--- src/rtl/d1_pe_param_if.sv ---
// d1_pe_param_if: frame start, sample stream, weight write port and result handshake for d1_pe_param
interface d1_pe_param_if #(parameter int DW = 8, WW = 8, K = 5, AW = 16, CW = $clog2(K));
    logic start;
    logic [DW-1:0] in_data;
    logic in_valid;
    logic in_ready;
    logic w_we;
    logic [CW-1:0] w_addr;
    logic [WW-1:0] w_data;
    logic busy;
    logic [K*AW-1:0] y;
    logic out_valid;
    logic out_ready;
    modport master(output start, in_data, in_valid, w_we, w_addr, w_data, out_ready,
                   input in_ready, busy, y, out_valid);
    modport slave(input start, in_data, in_valid, w_we, w_addr, w_data, out_ready,
                  output in_ready, busy, y, out_valid);
endinterface

--- src/rtl/d1_pe_param.sv ---
// d1_pe_param: K-tap 1-D correlation PE, y_i = sum_k W[k]*x[i+k], with weight bank and valid/ready handshake.
// Define D1_PE_SAT_EN for accumulators that saturate at 2^AW-1; otherwise they wrap modulo 2^AW.
module d1_pe_param #(parameter int DW = 8, WW = 8, K = 5, AW = 16, CW = $clog2(K)) (
    input logic clk,
    input logic reset,
    d1_pe_param_if.slave bus
);
    typedef enum logic [1:0] {IDLE, FILL, MAC, DONE} state_t;
    state_t state, state_nx;
    logic [DW-1:0] r [K];
    logic [WW-1:0] w [K];
    logic [AW-1:0] acc [K];
    logic [AW-1:0] acc_nx [K];
    logic [DW+WW-1:0] prod [K];
`ifdef D1_PE_SAT_EN
    logic [K-1:0] ovf;
`endif
    logic [CW-1:0] cnt;
    logic last, take, fire;
    assign last = cnt == CW'(K - 1);
    always_ff @(posedge clk or posedge reset)
        if (reset) state <= IDLE;
        else state <= state_nx;
    always_comb begin
        bus.in_ready = state == FILL || (state == MAC && !last);
        bus.busy = state != IDLE;
        bus.out_valid = state == DONE;
        take = bus.in_valid && bus.in_ready;
        fire = state == MAC && (last || bus.in_valid);
        state_nx = state;
        case (state)
            IDLE: state_nx = bus.start ? FILL : IDLE;
            FILL: state_nx = take && last ? MAC : FILL;
            MAC: state_nx = fire && last ? DONE : MAC;
            DONE: state_nx = bus.out_ready ? IDLE : DONE;
            default: state_nx = IDLE;
        endcase
    end
    // Every channel uses the same weight W[cnt] against its own pre-shift sample.
    always_comb
        for (int i = 0; i < K; i++) begin
            prod[i] = {{WW{1'b0}}, r[i]} * {{DW{1'b0}}, w[cnt]};
`ifdef D1_PE_SAT_EN
            {ovf[i], acc_nx[i]} = {1'b0, acc[i]} + {1'b0, AW'(prod[i])};
            if (ovf[i]) acc_nx[i] = '1;
`else
            acc_nx[i] = acc[i] + AW'(prod[i]);
`endif
        end
    always_ff @(posedge clk or posedge reset)
        if (reset) begin
            cnt <= '0;
            for (int i = 0; i < K; i++) begin
                r[i] <= '0;
                w[i] <= '0;
                acc[i] <= '0;
            end
        end else begin
            if (state == IDLE && bus.start) begin
                cnt <= '0;
                for (int i = 0; i < K; i++) acc[i] <= '0;
            end
            if (take) begin
                for (int i = 0; i < K - 1; i++) r[i] <= r[i+1];
                r[K-1] <= bus.in_data;
            end
            if ((state == FILL && take) || fire) cnt <= last ? '0 : cnt + CW'(1);
            if (fire)
                for (int i = 0; i < K; i++) acc[i] <= acc_nx[i];
            if ((state == IDLE || state == DONE) && bus.w_we && 32'(bus.w_addr) < K)
                w[bus.w_addr] <= bus.w_data;
        end
    for (genvar i = 0; i < K; i++) assign bus.y[i*AW +: AW] = acc[i];
endmodule

--- src/flat_wrapper.sv ---
// flat-port wrapper written by rule: the top's interface ports become plain ports
module d1_pe_param_flat 
#(parameter int DW = 8, WW = 8, K = 5, AW = 16, CW = $clog2(K))
  (clk, reset, bus_start, bus_in_data, bus_in_valid, bus_w_we, bus_w_addr, bus_w_data, bus_out_ready, bus_in_ready, bus_busy, bus_y, bus_out_valid);
  d1_pe_param_if #(.DW(DW), .WW(WW), .K(K), .AW(AW), .CW(CW)) bus_i ();
  input logic clk;
  input logic reset;
  input wire logic [$bits(bus_i.start)-1:0] bus_start;
  input wire logic [$bits(bus_i.in_data)-1:0] bus_in_data;
  input wire logic [$bits(bus_i.in_valid)-1:0] bus_in_valid;
  input wire logic [$bits(bus_i.w_we)-1:0] bus_w_we;
  input wire logic [$bits(bus_i.w_addr)-1:0] bus_w_addr;
  input wire logic [$bits(bus_i.w_data)-1:0] bus_w_data;
  input wire logic [$bits(bus_i.out_ready)-1:0] bus_out_ready;
  output wire logic [$bits(bus_i.in_ready)-1:0] bus_in_ready;
  output wire logic [$bits(bus_i.busy)-1:0] bus_busy;
  output wire logic [$bits(bus_i.y)-1:0] bus_y;
  output wire logic [$bits(bus_i.out_valid)-1:0] bus_out_valid;
  assign bus_i.start = bus_start;
  assign bus_i.in_data = bus_in_data;
  assign bus_i.in_valid = bus_in_valid;
  assign bus_i.w_we = bus_w_we;
  assign bus_i.w_addr = bus_w_addr;
  assign bus_i.w_data = bus_w_data;
  assign bus_i.out_ready = bus_out_ready;
  assign bus_in_ready = bus_i.in_ready;
  assign bus_busy = bus_i.busy;
  assign bus_y = bus_i.y;
  assign bus_out_valid = bus_i.out_valid;
  d1_pe_param #(.DW(DW), .WW(WW), .K(K), .AW(AW), .CW(CW)) u_core (.clk(clk), .reset(reset), .bus(bus_i));
endmodule
--- config.mk ---
export PLATFORM = sky130hd
export DESIGN_NAME = d1_pe_param_flat
export DESIGN_NICKNAME = d
export VERILOG_FILES = /design/src/rtl/d1_pe_param_if.sv /design/src/rtl/d1_pe_param.sv /design/src/flat_wrapper.sv
export SDC_FILE = /design/constraint.sdc
export NUM_CORES = 1
export LEC_CHECK = 0
export CORE_ASPECT_RATIO = 1.2
export CORE_UTILIZATION = 30
export DETAILED_ROUTE_END_ITERATION = 12
export GPL_ROUTABILITY_DRIVEN = 0
export PLACE_DENSITY = 0.46
export SYNTH_ARGS = -nofsm -noshare
export SYNTH_HDL_FRONTEND = slang
export SYNTH_SLANG_ARGS = --single-unit
--- constraint.sdc ---
create_clock -name clk -period 5.1 [get_ports clk]
set_clock_uncertainty 0.05 [all_clocks]
set_input_delay 1.02 -clock clk [delete_from_list [all_inputs] [get_ports clk]]
set_output_delay 1.02 -clock clk [all_outputs]
set_load 0.02 [all_outputs]
==> results.json <==
{
  "clk-insertion-delay-late_ns": 0.50,
  "finalWorstSetupSlack_ns": -0.0274,
  "floorplan.initialDensity_pct": 30.5,
  "synth.largest_area_cell": "sky130_fd_sc_hd__fa_1",
  "synthesis.area_mm2": 0.0194,
  "route.final.wire_length_mm": 51.5,
  "layout_min_cycle_time_ns": 5.13,
  "postSynth.asyncResetShare_pct": 100,
  "post-synth-top-count-cell": "sky130_fd_sc_hd__inv_1",
  "combinational_family_with_the_most_area_after_synthesis": "adder cells",
  "rr_worst_depth": 20,
  "ys_ff_latch": 165,
  "ys_dominant_reg_cell": "sky130_fd_sc_hd__dfrtp_1",
  "critical_path_peak_fanout": 6,
  "reg2reg_slack_ns": -0.03,
  "grt_max_degree": 84,
  "placed_cells": 3069,
  "unrepaired_setup_endpoints_after_global_routing": "yes",
  "avgRoutedWirePerCell_um": 16.4,
  "global_route.usage.met3_pct": 2.85,
  "number_of_design_rule_violations_left_by_the_first_detailed_router_iteration": 511,
  "max_slew_margin_pct": 40.1,
  "cts.sink_count": 165,
  "chipHeight_um": 281,
  "die_x_um": 234,
  "grt_most_used_layer": "met2",
  "failed_checks": "DRC, setup timing",
  "number_of_pins_exceeding_their_max_slew_limit_in_the_final_report": 0,
  "worst-slew-pin-transition_ns": 0.898,
  "timing_worst_setup_path_type": "flop to flop",
  "vias_in_the_first_global_route": 15800,
  "total_gr_overflow": 0,
  "ys_types": 62,
  "layout-area-overhead-vs-synth_pct": 28.3,
  "timing.critical_path.to_type": "flop",
  "timing.hold.worst_path_depth": 1,
  "synth_simple_gate_area_share_pct": 12.2,
  "worstPathArrival_ns": 5.52,
  "cts_htree_levels": 4,
  "final_nets": 2766,
  "peak_clock_frequency_supported_by_timing_mhz": 195,
  "vias": 14400,
  "fraction_of_the_mapped_netlist_area_in_compound_gates_pct": 8.33,
  "clk_root_buffer_cell": "sky130_fd_sc_hd__clkbuf_16",
  "proportion_of_netlist_area_held_by_the_largest_area_contributor_pct": 25.8,
  "postCtsHoldBufs": 0,
  "crit-reg2reg-launch": "u_core.cnt[2]",
  "grt_antenna_before_repair": 1,
  "post_drt_via_cell_ratio": 4.58,
  "global_route.usage.total_pct": 16.6,
  "die-area_mm2": 0.0657,
  "status": "finished with violations",
  "fp-row-count": 101,
  "synth_adder_area_share_pct": 37.5,
  "cap_viol_max_count": 0,
  "antenna_violating_nets_post_route": 0,
  "gr_util_met1_pct": 20.8,
  "cts_tree": "done",
  "timing.rr.end": "u_core.bus.y[62]",
  "hold_end": "u_core.w[35]",
  "final_design_area_no_fill_mm2": 0.0249,
  "hp-start": "u_core.w[35]",
  "dr.pass1.iters": 8,
  "hpwlAfterDp_mm": 38.6,
  "dpl-instance-area_mm2": 0.0225,
  "grt_first_pass_wirelength_mm": 84.5,
  "finalCoreUtilization_pct": 39.1,
  "synth_edf_count": 0,
  "synth.area.mux_share_pct": 5.74,
  "clkTransAtPathRegs_ns": 0.07,
  "layout-drive-gt1-share_pct": 23.9,
  "hp-class": "flop to flop",
  "synth_top_cells_by_area": "sky130_fd_sc_hd__fa_1, sky130_fd_sc_hd__dfrtp_1, sky130_fd_sc_hd__ha_1",
  "cp-start-kind": "flop",
  "synth_fp_nets": 2542,
  "timing_hold_violations_final": 0,
  "post_layout_nonfiller_instances": 3146,
  "setup-violations-final": 2,
  "design.portCount": 108,
  "fillCellCount": 6343,
  "mapped_avg_cell_area_um2": 9.30,
  "port-buffer-count": 107,
  "drc_errors": 8,
  "gr-usage-met2_pct": 28.7,
  "synthTopCellsByCount": "sky130_fd_sc_hd__inv_1, sky130_fd_sc_hd__fa_1, sky130_fd_sc_hd__nand2_1",
  "synth_sequential_area_ratio_pct": 21.3,
  "num_antenna_cells": 0,
  "coreArea_mm2": 0.0636,
  "cp_data_required_time_ns": 5.49,
  "clock_tree.buffer_depth": 2,
  "synth-warning-count": 0,
  "cts_made_buffers": 17,
  "final_min_period_over_clock_period_pct": 101,
  "yosys.area_share.xor_xnor_pct": 2.53,
  "synth_cells": 2085
}
[metrics by stage]
stage | TNS, ns | setup WS [ns] | hold slack (ns)
after floorplan | 0 | 0.0656 | 0.429
after global placement | -4.00 | -0.278 | 0.437
after detailed placement | -5.18 | -0.304 | 0.442
after CTS | -0.104 | -0.0306 | 0.459
after global routing | -4.53 | -0.243 | 0.482
final | -0.0282 | -0.0274 | 0.458
[layout make-up]
cell class,count,area [um2],area share [%]
flip-flops and latches,165,4130,16.6
well taps,824,1030,4.14
repair buffers,308,3140,12.6
clock buffers,18,429,1.72
inverters,498,1870,7.53
multi-input cells,1319,14100,56.5
clock inverters,14,213,0.855
[flip-flops by register name, indices dropped and copies added (netlist names)]
signal / cells
u_core.bus.y: 80
u_core.cnt: 3
u_core.r: 40
u_core.state: 2
u_core.w: 40
[worst max-delay path by stage]
| stage | start | endpoint | slack (ns) |
|---|---|---|---|
| global placement | u_core.cnt[2] | u_core.bus.y[31] | -0.28 |
| floorplan | u_core.cnt[2] | u_core.bus.y[62] | 0.07 |
| detailed placement | u_core.cnt[2] | u_core.bus.y[63] | -0.30 |
| global route | u_core.cnt[2] | u_core.bus.y[29] | -0.24 |
| CTS | u_core.cnt[2] | u_core.bus.y[29] | -0.03 |
| finish | u_core.cnt[2] | u_core.bus.y[62] | -0.03 |
[placed cells by master, fill, tap and decap left out, drive strengths merged, types with 4 or more instances in the layout]
cell type and n:
xnor2 39, clkbuf 19, o31ai 11, dfrtp 165, nor3b 4, o21a 6
o22ai 9, ha 182, nand2b 4, mux2 82, a21o 13, o21bai 7
fa 250, a211oi 21, o41ai 4, a22o 24, nand2 234, nor2 33
and2 161, xor2 17, buf 199, nor3 6, clkdlybuf4s50 107, o21ai 85
nand3 17, or2 4, inv 504, nand4 8, a21oi 38, bufinv 4
a211o 4, mux2i 19, nand3b 7, a31oi 7
[what timing repair did]
item	CTS	global route
gates resized for setup	151	180
pin swaps	78	70
buffers inserted	34	12
endpoints found under the hold margin	0	0
endpoints found under the setup margin	35	41
gates cloned	4	1
[worst max-delay path, stage by stage (launching register included)]
cell and delay, ns:
sky130_fd_sc_hd__dfrtp_2 0.47, sky130_fd_sc_hd__buf_6 0.16, sky130_fd_sc_hd__nand2b_4 0.14, sky130_fd_sc_hd__buf_6 0.13, sky130_fd_sc_hd__o22ai_4 0.20, sky130_fd_sc_hd__buf_12 0.18, sky130_fd_sc_hd__buf_8 0.13, sky130_fd_sc_hd__nand2_4 0.06
sky130_fd_sc_hd__fa_1 0.53, sky130_fd_sc_hd__inv_2 0.04, sky130_fd_sc_hd__fa_1 0.49, sky130_fd_sc_hd__inv_1 0.05, sky130_fd_sc_hd__fa_1 0.45, sky130_fd_sc_hd__fa_1 0.50, sky130_fd_sc_hd__inv_2 0.05, sky130_fd_sc_hd__ha_4 0.27
sky130_fd_sc_hd__o21a_1 0.13, sky130_fd_sc_hd__a21oi_2 0.08, sky130_fd_sc_hd__or4_4 0.50, sky130_fd_sc_hd__a2111o_1 0.39, sky130_fd_sc_hd__nand3_2 0.06
[metal layers]
| metal | share of wire, % | vias to the layer above |
|---|---|---|
| li1 | - | 6856 |
| met1 | 43 | 7327 |
| met2 | 52 | 172 |
| met3 | 3.1 | 53 |
| met4 | 2.0 | 2 |
| met5 | 0.025 | - |
[kinds of logic (layout without fill, tap and decap cells)]
| family | count (synthesis) | in the layout |
|---|---|---|
| mux | 101 | 101 |
| buf+inv | 601 | 838 |
| simple gates | 486 | 486 |
| xor+xnor | 56 | 56 |
| fa+ha+maj | 432 | 432 |
| compound gates | 244 | 244 |
| flops | 165 | 165 |
Power is left out: the tool's default activity adds up to more than one toggle a clock period on the data nets, which glitch-free logic cannot reach.
